<file path="config.mk">
export PLATFORM = sky130hd
export DESIGN_NAME = op_issuer_flat
export DESIGN_NICKNAME = d
export VERILOG_FILES = /design/src/rtl/op_issuer_if.sv /design/src/rtl/op_issuer.sv /design/src/flat_wrapper.sv
export SDC_FILE = /design/constraint.sdc
export NUM_CORES = 2
export LEC_CHECK = 0
export CAP_MARGIN = 20
export CORE_UTILIZATION = 40
export CTS_CLUSTER_DIAMETER = 80
export DETAILED_ROUTE_END_ITERATION = 8
export DONT_BUFFER_PORTS = 1
export PLACE_DENSITY = 0.66
export SETUP_SLACK_MARGIN = 0.05
export SYNTH_ARGS = -nofsm -noshare
export SYNTH_HDL_FRONTEND = slang
export SYNTH_SLANG_ARGS = --single-unit
export TNS_END_PERCENT = 50
</file>
<file path="constraint.sdc">
create_clock -name i_clk -period 4.8 [get_ports i_clk]
set_input_delay 0.96 -clock i_clk [delete_from_list [all_inputs] [get_ports i_clk]]
set_output_delay 0.96 -clock i_clk [all_outputs]
set_load 0.005 [all_outputs]
</file>
<file path="src/rtl/op_issuer_if.sv">
// Host-side handshake bundle for op_issuer: command, write-data and read-data channels.
// The host drives through the master modport; the issuer uses the slave modport.
interface op_issuer_if;
  logic        cmd_valid;
  logic        cmd_ready;
  logic [31:0] cmd_op;
  logic        wr_valid;
  logic        wr_ready;
  logic [31:0] wr_data;
  logic        rd_valid;
  logic        rd_ready;
  logic [31:0] rd_data;

  modport master (
    output cmd_valid, cmd_op, wr_valid, wr_data, rd_ready,
    input  cmd_ready, wr_ready, rd_valid, rd_data
  );

  modport slave (
    input  cmd_valid, cmd_op, wr_valid, wr_data, rd_ready,
    output cmd_ready, wr_ready, rd_valid, rd_data
  );
endinterface

</file>
<file path="src/rtl/op_issuer.sv">
// op_issuer: turns host command words into the cycle-exact operation/in_data
// sequences the matrix controller expects, and collects its read-back data.
// Page writes are staged in a local buffer before an unstalled burst. Page reads
// are captured into the same buffer and then drained to the host.
module op_issuer #(
  parameter int PAGE_WORDS = 64,
  parameter int MM_CYCLES  = 136,
  parameter int GAP_CYCLES = 2,
  parameter int RD_LAT     = 1
) (
  input  logic        i_clk,
  input  logic        i_reset,
  input  logic        i_enable,
  op_issuer_if.slave  bus,
  output logic [31:0] o_operation,
  output logic [31:0] o_in_data,
  input  logic [31:0] i_out_data,
  output logic        o_busy,
  output logic        o_done,
  output logic        o_err
);

  localparam int AW    = $clog2(PAGE_WORDS);
  localparam int CW_PG = AW + 1;
  localparam int CW_MM = $clog2(MM_CYCLES + 1);
  localparam int CW_GP = $clog2(GAP_CYCLES + 1);
  localparam int CW_A  = (CW_PG > CW_MM) ? CW_PG : CW_MM;
  localparam int CW    = (CW_A > CW_GP) ? CW_A : CW_GP;

  // One shared counter serves every state; the read path keeps counting through
  // RWAIT so the capture index is simply cnt - RD_LAT.
  localparam logic [CW-1:0] C_PG_LAST  = CW'(PAGE_WORDS - 1);
  localparam logic [CW-1:0] C_MM_LAST  = CW'(MM_CYCLES - 1);
  localparam logic [CW-1:0] C_GAP_LAST = CW'(GAP_CYCLES - 1);
  localparam logic [CW-1:0] C_RW_LAST  = CW'(PAGE_WORDS + RD_LAT - 1);
  localparam logic [CW-1:0] C_RD_LAT   = CW'(RD_LAT);

  typedef enum logic [2:0] {
    S_IDLE, S_FILL, S_WBURST, S_MM, S_RBURST, S_RWAIT, S_DRAIN, S_GAP
  } state_t;

  state_t          r_state;
  state_t          w_state_next;
  logic [CW-1:0]   r_cnt;
  logic [CW-1:0]   w_cnt_next;
  logic [31:0]     r_op_q;
  logic [31:0]     w_op_next;
  logic [31:0]     r_buf [PAGE_WORDS];
  logic [31:0]     r_operation;
  logic [31:0]     r_in_data;
  logic [31:0]     r_rd_data;
  logic            r_done;
  logic            r_err;
  logic            w_done_next;
  logic            w_err_next;
  logic            w_cmd_ready;
  logic            w_wr_ready;
  logic            w_rd_valid;
  logic            w_accept;
  logic            w_wr_hs;
  logic            w_rd_hs;
  logic            w_issue_next;
  logic            w_cap_en;
  logic [AW-1:0]   w_cap_idx;
  logic [AW-1:0]   w_rd_idx;
  logic [AW-1:0]   w_wr_idx;

  // Handshake readiness is gated by enable so nothing completes while frozen.
  assign w_cmd_ready = (r_state == S_IDLE) && i_enable;
  assign w_wr_ready  = (r_state == S_FILL) && i_enable;
  assign w_rd_valid  = (r_state == S_DRAIN) && i_enable;
  assign w_accept    = bus.cmd_valid && w_cmd_ready;
  assign w_wr_hs     = bus.wr_valid && w_wr_ready;
  assign w_rd_hs     = w_rd_valid && bus.rd_ready;

  // The opcode word takes effect on the very edge it is accepted so MM starts next cycle.
  assign w_op_next    = w_accept ? bus.cmd_op : r_op_q;
  assign w_issue_next = (w_state_next == S_WBURST) || (w_state_next == S_MM) ||
                        (w_state_next == S_RBURST);
  assign w_cap_en     = ((r_state == S_RBURST) || (r_state == S_RWAIT)) && (r_cnt >= C_RD_LAT);
  assign w_cap_idx    = AW'(r_cnt - C_RD_LAT);
  assign w_rd_idx     = w_cnt_next[AW-1:0];
  assign w_wr_idx     = r_cnt[AW-1:0];

  assign bus.cmd_ready = w_cmd_ready;
  assign bus.wr_ready  = w_wr_ready;
  assign bus.rd_valid  = w_rd_valid;
  assign bus.rd_data   = r_rd_data;
  assign o_operation   = r_operation;
  assign o_in_data     = r_in_data;
  assign o_busy        = (r_state != S_IDLE);
  assign o_done        = r_done;
  assign o_err         = r_err;

  // Next-state, next-count and status decode for the command sequencer.
  always_comb begin
    w_state_next = r_state;
    w_cnt_next   = r_cnt;
    w_done_next  = 1'b0;
    w_err_next   = r_err;
    case (r_state)
      S_IDLE: begin
        w_cnt_next = {CW{1'b0}};
        if (w_accept) begin
          case (bus.cmd_op[3:0])
            4'd0:    w_done_next  = 1'b1;
            4'd1:    w_state_next = S_MM;
            4'd2:    w_state_next = S_FILL;
            4'd3:    w_state_next = S_RBURST;
            default: w_err_next   = 1'b1;
          endcase
        end else begin
          w_state_next = S_IDLE;
        end
      end
      S_FILL: begin
        if (w_wr_hs && (r_cnt == C_PG_LAST)) begin
          w_state_next = S_WBURST;
          w_cnt_next   = {CW{1'b0}};
        end else if (w_wr_hs) begin
          w_cnt_next = r_cnt + {{(CW-1){1'b0}}, 1'b1};
        end else begin
          w_cnt_next = r_cnt;
        end
      end
      S_WBURST: begin
        if (r_cnt == C_PG_LAST) begin
          w_state_next = S_GAP;
          w_cnt_next   = {CW{1'b0}};
        end else begin
          w_cnt_next = r_cnt + {{(CW-1){1'b0}}, 1'b1};
        end
      end
      S_MM: begin
        if (r_cnt == C_MM_LAST) begin
          w_state_next = S_GAP;
          w_cnt_next   = {CW{1'b0}};
        end else begin
          w_cnt_next = r_cnt + {{(CW-1){1'b0}}, 1'b1};
        end
      end
      S_RBURST: begin
        w_cnt_next = r_cnt + {{(CW-1){1'b0}}, 1'b1};
        if (r_cnt == C_PG_LAST) begin
          w_state_next = S_RWAIT;
        end else begin
          w_state_next = S_RBURST;
        end
      end
      S_RWAIT: begin
        if (r_cnt == C_RW_LAST) begin
          w_state_next = S_DRAIN;
          w_cnt_next   = {CW{1'b0}};
        end else begin
          w_cnt_next = r_cnt + {{(CW-1){1'b0}}, 1'b1};
        end
      end
      S_DRAIN: begin
        if (w_rd_hs && (r_cnt == C_PG_LAST)) begin
          w_state_next = S_GAP;
          w_cnt_next   = {CW{1'b0}};
        end else if (w_rd_hs) begin
          w_cnt_next = r_cnt + {{(CW-1){1'b0}}, 1'b1};
        end else begin
          w_cnt_next = r_cnt;
        end
      end
      S_GAP: begin
        if (r_cnt == C_GAP_LAST) begin
          w_state_next = S_IDLE;
          w_cnt_next   = {CW{1'b0}};
          w_done_next  = 1'b1;
        end else begin
          w_cnt_next = r_cnt + {{(CW-1){1'b0}}, 1'b1};
        end
      end
      default: begin
        w_state_next = S_IDLE;
        w_cnt_next   = {CW{1'b0}};
      end
    endcase
  end

  // Sequencer state plus registered controller/host outputs, all frozen while enable is low.
  always_ff @(posedge i_clk) begin
    if (i_reset) begin
      r_state     <= S_IDLE;
      r_cnt       <= {CW{1'b0}};
      r_op_q      <= 32'h0;
      r_operation <= 32'h0;
      r_in_data   <= 32'h0;
      r_rd_data   <= 32'h0;
      r_done      <= 1'b0;
      r_err       <= 1'b0;
    end else if (i_enable) begin
      r_state     <= w_state_next;
      r_cnt       <= w_cnt_next;
      r_op_q      <= w_op_next;
      r_operation <= w_issue_next ? w_op_next : 32'h0;
      r_in_data   <= (w_state_next == S_WBURST) ? r_buf[w_rd_idx] : 32'h0;
      r_rd_data   <= (w_state_next == S_DRAIN) ? r_buf[w_rd_idx] : 32'h0;
      r_done      <= w_done_next;
      r_err       <= w_err_next;
    end
  end

  // Page buffer: filled by host writes in FILL or by controller read-back captures.
  always_ff @(posedge i_clk) begin
    if (!i_reset && i_enable) begin
      if (w_wr_hs) begin
        r_buf[w_wr_idx] <= bus.wr_data;
      end else if (w_cap_en) begin
        r_buf[w_cap_idx] <= i_out_data;
      end
    end
  end

endmodule

</file>
<file path="src/flat_wrapper.sv">
// flat-port wrapper written by rule: the top's interface ports become plain ports
module op_issuer_flat 
#(
  parameter int PAGE_WORDS = 64,
  parameter int MM_CYCLES  = 136,
  parameter int GAP_CYCLES = 2,
  parameter int RD_LAT     = 1
)
  (i_clk, i_reset, i_enable, o_operation, o_in_data, i_out_data, o_busy, o_done, o_err, bus_cmd_valid, bus_cmd_op, bus_wr_valid, bus_wr_data, bus_rd_ready, bus_cmd_ready, bus_wr_ready, bus_rd_valid, bus_rd_data);
  op_issuer_if bus_i ();
  input  logic i_clk;
  input  logic i_reset;
  input  logic i_enable;
  output logic [31:0] o_operation;
  output logic [31:0] o_in_data;
  input  logic [31:0] i_out_data;
  output logic o_busy;
  output logic o_done;
  output logic o_err;
  input wire logic [$bits(bus_i.cmd_valid)-1:0] bus_cmd_valid;
  input wire logic [$bits(bus_i.cmd_op)-1:0] bus_cmd_op;
  input wire logic [$bits(bus_i.wr_valid)-1:0] bus_wr_valid;
  input wire logic [$bits(bus_i.wr_data)-1:0] bus_wr_data;
  input wire logic [$bits(bus_i.rd_ready)-1:0] bus_rd_ready;
  output wire logic [$bits(bus_i.cmd_ready)-1:0] bus_cmd_ready;
  output wire logic [$bits(bus_i.wr_ready)-1:0] bus_wr_ready;
  output wire logic [$bits(bus_i.rd_valid)-1:0] bus_rd_valid;
  output wire logic [$bits(bus_i.rd_data)-1:0] bus_rd_data;
  assign bus_i.cmd_valid = bus_cmd_valid;
  assign bus_i.cmd_op = bus_cmd_op;
  assign bus_i.wr_valid = bus_wr_valid;
  assign bus_i.wr_data = bus_wr_data;
  assign bus_i.rd_ready = bus_rd_ready;
  assign bus_cmd_ready = bus_i.cmd_ready;
  assign bus_wr_ready = bus_i.wr_ready;
  assign bus_rd_valid = bus_i.rd_valid;
  assign bus_rd_data = bus_i.rd_data;
  op_issuer #(.PAGE_WORDS(PAGE_WORDS), .MM_CYCLES(MM_CYCLES), .GAP_CYCLES(GAP_CYCLES), .RD_LAT(RD_LAT)) u_core (.i_clk(i_clk), .i_reset(i_reset), .i_enable(i_enable), .bus(bus_i), .o_operation(o_operation), .o_in_data(o_in_data), .i_out_data(i_out_data), .o_busy(o_busy), .o_done(o_done), .o_err(o_err));
endmodule
</file>
# --- Word level (Yosys, flattened, before mapping) ---
# Memories as Yosys holds them, arrays and structs flattened.
# Cells that the tools add are included.
word_totals:
  output_inout_bits: 102
  n_memories: 1
  latch_bits: 0
  inputBits: 102
  regBits: 141
  elab_cells: 92
  rom_bits: 0
  ramBits: 2048
classes:
  div_mod_pow: 0
  n_shift: 0
  eq_ne: 20
  reduce_logical: 21
  n_mul: 0
  bitwise_logic: 1
  mux: 37
  magnitude_cmp: 1
  n_addsub: 2
mem_list:
  columns: ["name", "words", "word_bits", "read_ports", "rd_ports_with_merged_regs", "wr", "line_no", "source"]
  rows:
  - ["u_core.r_buf", 64, 32, 1, 0, 1, "op_issuer.sv:48", "logic [31:0] r_buf [PAGE_WORDS];"]
op_table:
  columns: ["op", "n"]
  rows:
  - ["two-way mux 32 bit", 5]
  - ["two-way mux 8 bit", 8]
  - ["one-hot mux 8 bit (8 select lines)", 1]
  - ["OR reduction 32 bit", 1]
  - ["one-hot mux 3 bit (8 select lines)", 1]
  - ["two-way mux 3 bit", 7]
  - ["== test 3 bit, second input constant", 6]
  - ["== test 3 x 2 -> 1 bit, second input constant", 4]
  - ["two-way mux 1 bit", 12]
  - ["logical AND 1 bit", 10]
  - ["one-hot mux 3 bit (3 select lines)", 1]
  - ["adder 8 x 1 -> 8 bit, second input constant", 1]
  - ["== test 4 x 2 -> 1 bit, second input constant", 2]
  - ["== test 8 x 1 -> 1 bit, second input constant", 1]
  - ["== test 8 x 6 -> 1 bit, second input constant", 1]
  - ["== test 8 x 7 -> 1 bit, second input constant", 1]
  - ["== test 8 bit, second input constant", 1]
  - ["greater-or-equal comparator 8 x 1 -> 1 bit, second input constant", 1]
  - ["two-way mux 6 bit", 1]
  - ["!= test 3 x 2 -> 1 bit, second input constant", 2]
  - ["subtractor 6 x 1 -> 6 bit, second input constant", 1]
  - ["== test 4 x 1 -> 1 bit, second input constant", 1]
  - ["logical NOT 4 bit", 1]
  - ["AND reduction 4 bit", 1]
  - ["other kinds (9)", 11]

# --- Logic depth before layout (Yosys ltp) ---
depth:
  ltp_word: 10
  mapped_depth: 17
  mapped_depth_nobuf: 11

# --- Worst setup path before layout ---
# No wires, ideal clock.
synth_timing:
  path_kind: "input to register"
  start: "input port i_enable"
  end: "memory u_core.r_buf[40][0] (enable)"
  path_buffers: 2
  t_required_ps: 4379
  stages: 9
  setup_ps: 421
  path_slack_ps: 450
  arrival_ps: 3929
  cell_sequence: "clkbuf_1 nand2b_1 nor3_1 and2_1 clkbuf_1 nand3_1 o31ai_1 a22oi_1 nor2_1"
synth_between:
  elab_chain_cells: 7
  elab_cells_between_ends: 12
  cone_classes: "mux (8); reduce/logical (4)"
synth_lines:
  columns: ["item", "line_no", "source"]
  rows:
  - ["start: declaration", "flat_wrapper.sv:13", "input logic i_enable;"]
  - ["logical AND 1 bit", "op_issuer.sv:70", "assign w_wr_ready = (r_state == S_FILL) && i_enable;"]
  - ["logical AND 1 bit", "op_issuer.sv:73", "assign w_wr_hs = bus.wr_valid && w_wr_ready;"]
  - ["two-way mux 1 bit", "op_issuer.sv:210", "if (w_wr_hs) begin"]
  - ["two-way mux 1 bit", "op_issuer.sv:209", "if (!i_reset && i_enable) begin"]
  - ["two-way mux 1 bit (implied by the code)", "op_issuer.sv:213", "r_buf[w_cap_idx] <= i_out_data;"]
  - ["OR reduction 32 bit (no source line)", null, null]
  - ["two-way mux 6 bit (no source line) / two-way mux 1 bit (equally long branches)", null, null]
  - ["end: declaration", "op_issuer.sv:48", null]
# Several ways; a longest one is shown, not always the timed one.

# --- Worst setup path in the final report ---
layout_timing:
  start: "register u_core.r_cnt[3]"
  end: "register u_core.r_rd_data[4], in the netlist u_core.bus.rd_data[4]"
layout_between:
  elab_chain_cells: 6
  elab_cells_between_ends: 27
  cone_classes: "add/sub (1); eq/ne (5); mux (18); reduce/logical (2); memory (1)"
layout_lines:
  columns: ["item", "line_no", "source"]
  rows:
  - ["start: declaration", "op_issuer.sv:44", "logic [CW-1:0] r_cnt;"]
  - ["start signal: assignment", "op_issuer.sv:188", "r_cnt <= {CW{1'b0}};"]
  - ["start signal: assignment", "op_issuer.sv:197", "r_cnt <= w_cnt_next;"]
  - ["adder 8 x 1 -> 8 bit / == test 8 x 6 -> 1 bit (equally long branches)", null, null]
  - ["two-way mux 8 bit (tied with other cells)", "op_issuer.sv:162", "end else if (w_rd_hs) begin"]
  - ["two-way mux 8 bit (tied with other cells)", "op_issuer.sv:159", "if (w_rd_hs && (r_cnt == C_PG_LAST)) begin"]
  - ["one-hot mux 8 bit (8 select lines) / one-hot mux 3 bit (8 select lines) (equally long branches)", "op_issuer.sv:101", "case (r_state)"]
  - ["memory read (64 x 32 bit) / == test 3 bit (equally long branches)", null, null]
  - ["two-way mux 32 bit (*)", "op_issuer.sv:201", "r_rd_data <= (w_state_next == S_DRAIN) ? r_buf[w_rd_idx] : 32'h0;"]
  - ["end signal: assignment", "op_issuer.sv:201", null]
  - ["end: declaration", "op_issuer.sv:51", "logic [31:0] r_rd_data;"]
# Mark *: on every way between the ends. The rest lies on a longest branch, timed or not. The select of a mux whose other input is x is not followed.
# A chain may end at the register's enable or synchronous reset.

==> run_results.csv <==
group,metric,value,unit
outcome,status,"finished, final reports clean",
cts,cts_tree,"done",
timing,min_period,4.68,ns
place,place_inst,9024,
global_route,overflow,0,
timing,max_freq,214,MHz
floorplan,num_rows,173,
yosys,ys_types,75,
critical_path,rrSetupSlack,0.12,ns
critical_path,reg2reg_depth,9,
timing,worstMarginPinSlew,1.12,ns
global_route,grt_pass1_vias,53200,
cells_and_area,final_util,46.1,%
critical_path,setup.worst_path.class,"reg -> reg",
cts,cts_buffers,209,
route,drc,0,
yosys,synth_top_area_share,68.3,%
yosys,yosys.area.top_type,"edfxtp_1",
timing,setup_viol_count_final,0,
job,max-cap-violations,0,
cells_and_area,nNetsFinal,6374,
hold_path,hold_path_class,"in -> reg",
critical_path,worstPathRequired,5.58,ns
critical_path,r2r-start,"u_core.r_cnt[3]",
cts,clock_latency,0.86,ns
yosys,synth_edf_count,2048,
cts,cts_max_level,4,
place,detailed_place_hpwl,153,mm
critical_path,arrival,5.46,ns
cells_and_area,drive_gt1_share,14.0,%
cells_and_area,area_growth,14.1,%
route,drt_iter0_drc,6662,
global_route,antenna_found_initial,3,
timing,rsz0062_at_grt,"false",
place,gp_congestion,0.894,
cts,clk_root_buffer_cell,"clkbuf_16",
critical_path,end_kind,"flop",
critical_path,cp_max_fo,19,
floorplan,die_h,477,um
global_route,grt_pass1_wl,369,mm
route,routed_wl,256,mm
hold_path,min_from,"i_reset",
timing,fin_skew,0.0439,ns
cells_and_area,stdcell_count,9420,
global_route,grt_max_degree,184,
floorplan,dieArea,227000,um2
yosys,yosysSeqAreaShare,71.4,%
hold_path,min_path_cells,1,
critical_path,crit_path_start_kind,"flop",
floorplan,ios,204,
yosys,synth_area_leaders,"edfxtp_1, mux2i_1, dfxtp_1, nand2_1, o211ai_1",
cts,clkTransAtPathRegs,0.06,ns
timing,hold_viol_final,0,
yosys,synth.net_count,6309,
yosys,avgSynthCellArea,14.5,um2
floorplan,initial_core_util,40.4,%
power_and_ir_drop,power_leakage,0.0360,uW
critical_path,rr_endpoint,"u_core.bus.rd_data[4]",
hold_path,min_to,"u_core.o_operation[15]",
route,ant_nets,0,
power_and_ir_drop,power_density,394,nW/um2
yosys,syn-cell-area,90100,um2
yosys,synth_cells,6203,
yosys,ys_ff_latch,2189,
power_and_ir_drop,power.total,40500,uW
timing,period_share,97.5,%
timing,slew_headroom,25.4,%
route,viasPerCell,5.90,
place,io_buffers,0,
yosys,synthArstFlopShare,0,%
route,wire_per_inst,27.2,um
yosys,synthFlopType,"edfxtp_1",
power_and_ir_drop,vdd_drop_max,441,uV
route,dr_total_vias,55600,
route,drtPass1Iterations,7,
floorplan,die_width,477,um
cts,hold_buffers,0,
floorplan,core_area,223000,um2
yosys,yosys_warnings,0,
timing,setup_tns,0,ns
global_route,grt_usage,21.8,%
cts,clockBufferDepth,3,
cts,cts_sinks,2189,
timing,slew_viol_final,0,
cell type report:
class                      count  area (um2)
sequential                  2189       64300
multi-input combinational   3310       23500
clock inverter               121        1050
clock buffer                 264        5610
fill                       19100      120000
timing repair buffer         311        3610
tap                         2975        3720
inverter                     247         927
antenna                        3        7.51
layout by cell type, fill, tap and decap left out, types with 36 or more instances in the layout:
| cell type | synthesis | routed |
|---|---|---|
| a211oi_1 | 39 | 38 |
| a21oi_1 | 277 | 275 |
| buf_12 | 0 | 102 |
| buf_4 | 46 | 209 |
| clkbuf_1 | 296 | 41 |
| clkbuf_16 | 0 | 212 |
| clkinv_1 | 0 | 47 |
| clkinv_2 | 0 | 40 |
| dfxtp_1 | 141 | 141 |
| edfxtp_1 | 2048 | 2048 |
| inv_1 | 247 | 247 |
| mux2_2 | 145 | 145 |
| mux2i_1 | 685 | 685 |
| nand2_1 | 742 | 707 |
| nand3_1 | 241 | 241 |
| nand4_1 | 75 | 75 |
| nor2_1 | 139 | 68 |
| nor2_4 | 0 | 68 |
| nor2b_1 | 36 | 36 |
| o211ai_1 | 306 | 306 |
| o311ai_0 | 239 | 239 |
worst max-delay path: stages (launching register included):
cell	delay [ns]
dfxtp_1	0.48
or4b_1	0.61
o311a_1	0.35
a221oi_1	0.53
o211a_4	0.64
buf_4	0.38
mux2_2	0.39
a2111oi_1	0.68
nand4_1	0.35
o211ai_1	0.17
cells in the mapped netlist, drive strengths merged (30+ instances only):
cell / number
nand3: 241
o21ai: 30
mux2i: 685
clkbuf: 296
edfxtp: 2048
nand4: 75
nor2b: 36
o211ai: 307
a2111oi: 32
a211oi: 39
nor2: 139
buf: 161
nand2: 742
o311ai: 239
dfxtp: 141
a32oi: 34
inv: 247
mux2: 145
a21oi: 277
state kept, by name, summed over array words and instances (netlist names):
register and count:
u_core.r_cnt 8, u_core.bus.rd_data 32, u_core.r_buf 2048, u_core.o_in_data 32, u_core.o_done 1, u_core.o_operation 32
u_core.r_op_q 32, u_core.r_state 3, u_core.o_err 1
where the power goes:
| part | internal, uW | switching, uW |
|---|---|---|
| Combinational | 1090 | 2200 |
| Sequential | 21000 | 54.3 |
| Clock | 9070 | 7120 |
through the flow:
step                setup WS (ns)  hold slack (ns)  cell area [um2]
global route               0.0710            0.143           103000
finish                      0.122            0.165           103000
detailed placement          0.344            0.439            96000
CTS                         0.316            0.113           103000
floorplan                   0.450            0.433            90100
global placement            0.416            0.433            96000
worst max-delay path by stage:
stage / start / to / slack, ns / depth (start not counted)
2_1_floorplan: i_enable / u_core.r_buf[40][0] / 0.45 / 9
3_3_place_gp: u_core.r_cnt[3] / u_core.o_in_data[4] / 0.42 / 9
3_5_place_dp: u_core.r_cnt[3] / u_core.o_in_data[4] / 0.34 / 9
4_1_cts: u_core.r_cnt[3] / u_core.o_in_data[4] / 0.32 / 9
5_1_grt: u_core.r_cnt[0] / u_core.bus.rd_data[3] / 0.07 / 13
6_report: u_core.r_cnt[3] / u_core.bus.rd_data[4] / 0.12 / 9
kinds of logic (layout without fill, tap and decap cells):
logic type | count (synthesis) | count (layout) | synth area share [%]
adder cells (fa/ha/maj) | 4 | 4 | 0.0556
flip-flops | 2189 | 2189 | 71.4
buffers and inverters | 704 | 943 | 3.28
AO/OA/AOI/OAI | 1094 | 1094 | 8.85
AND/OR/NAND/NOR | 1378 | 1378 | 6.95
multiplexers | 830 | 830 | 9.42
other | 0 | 3 | 0
XOR/XNOR | 4 | 4 | 0.0389
routing by layer:
| metal | part of all wire, % | wire (um) | global-route usage, % |
|---|---|---|---|
| met1 | 40 | 103000 | 28.9 |
| met2 | 48 | 123000 | 35.9 |
| met3 | 8.1 | 20700 | 3.88 |
| met4 | 3.5 | 9080 | 8.12 |
| met5 | 0.010 | 26 | 0 |
repair_timing:
item / in CTS / in global routing
endpoints found under the setup margin: 0 / 1
setup buffers: 0 / 1
gates resized for setup: 0 / 0
No activity file was read; power rests on OpenSTA's default activity.
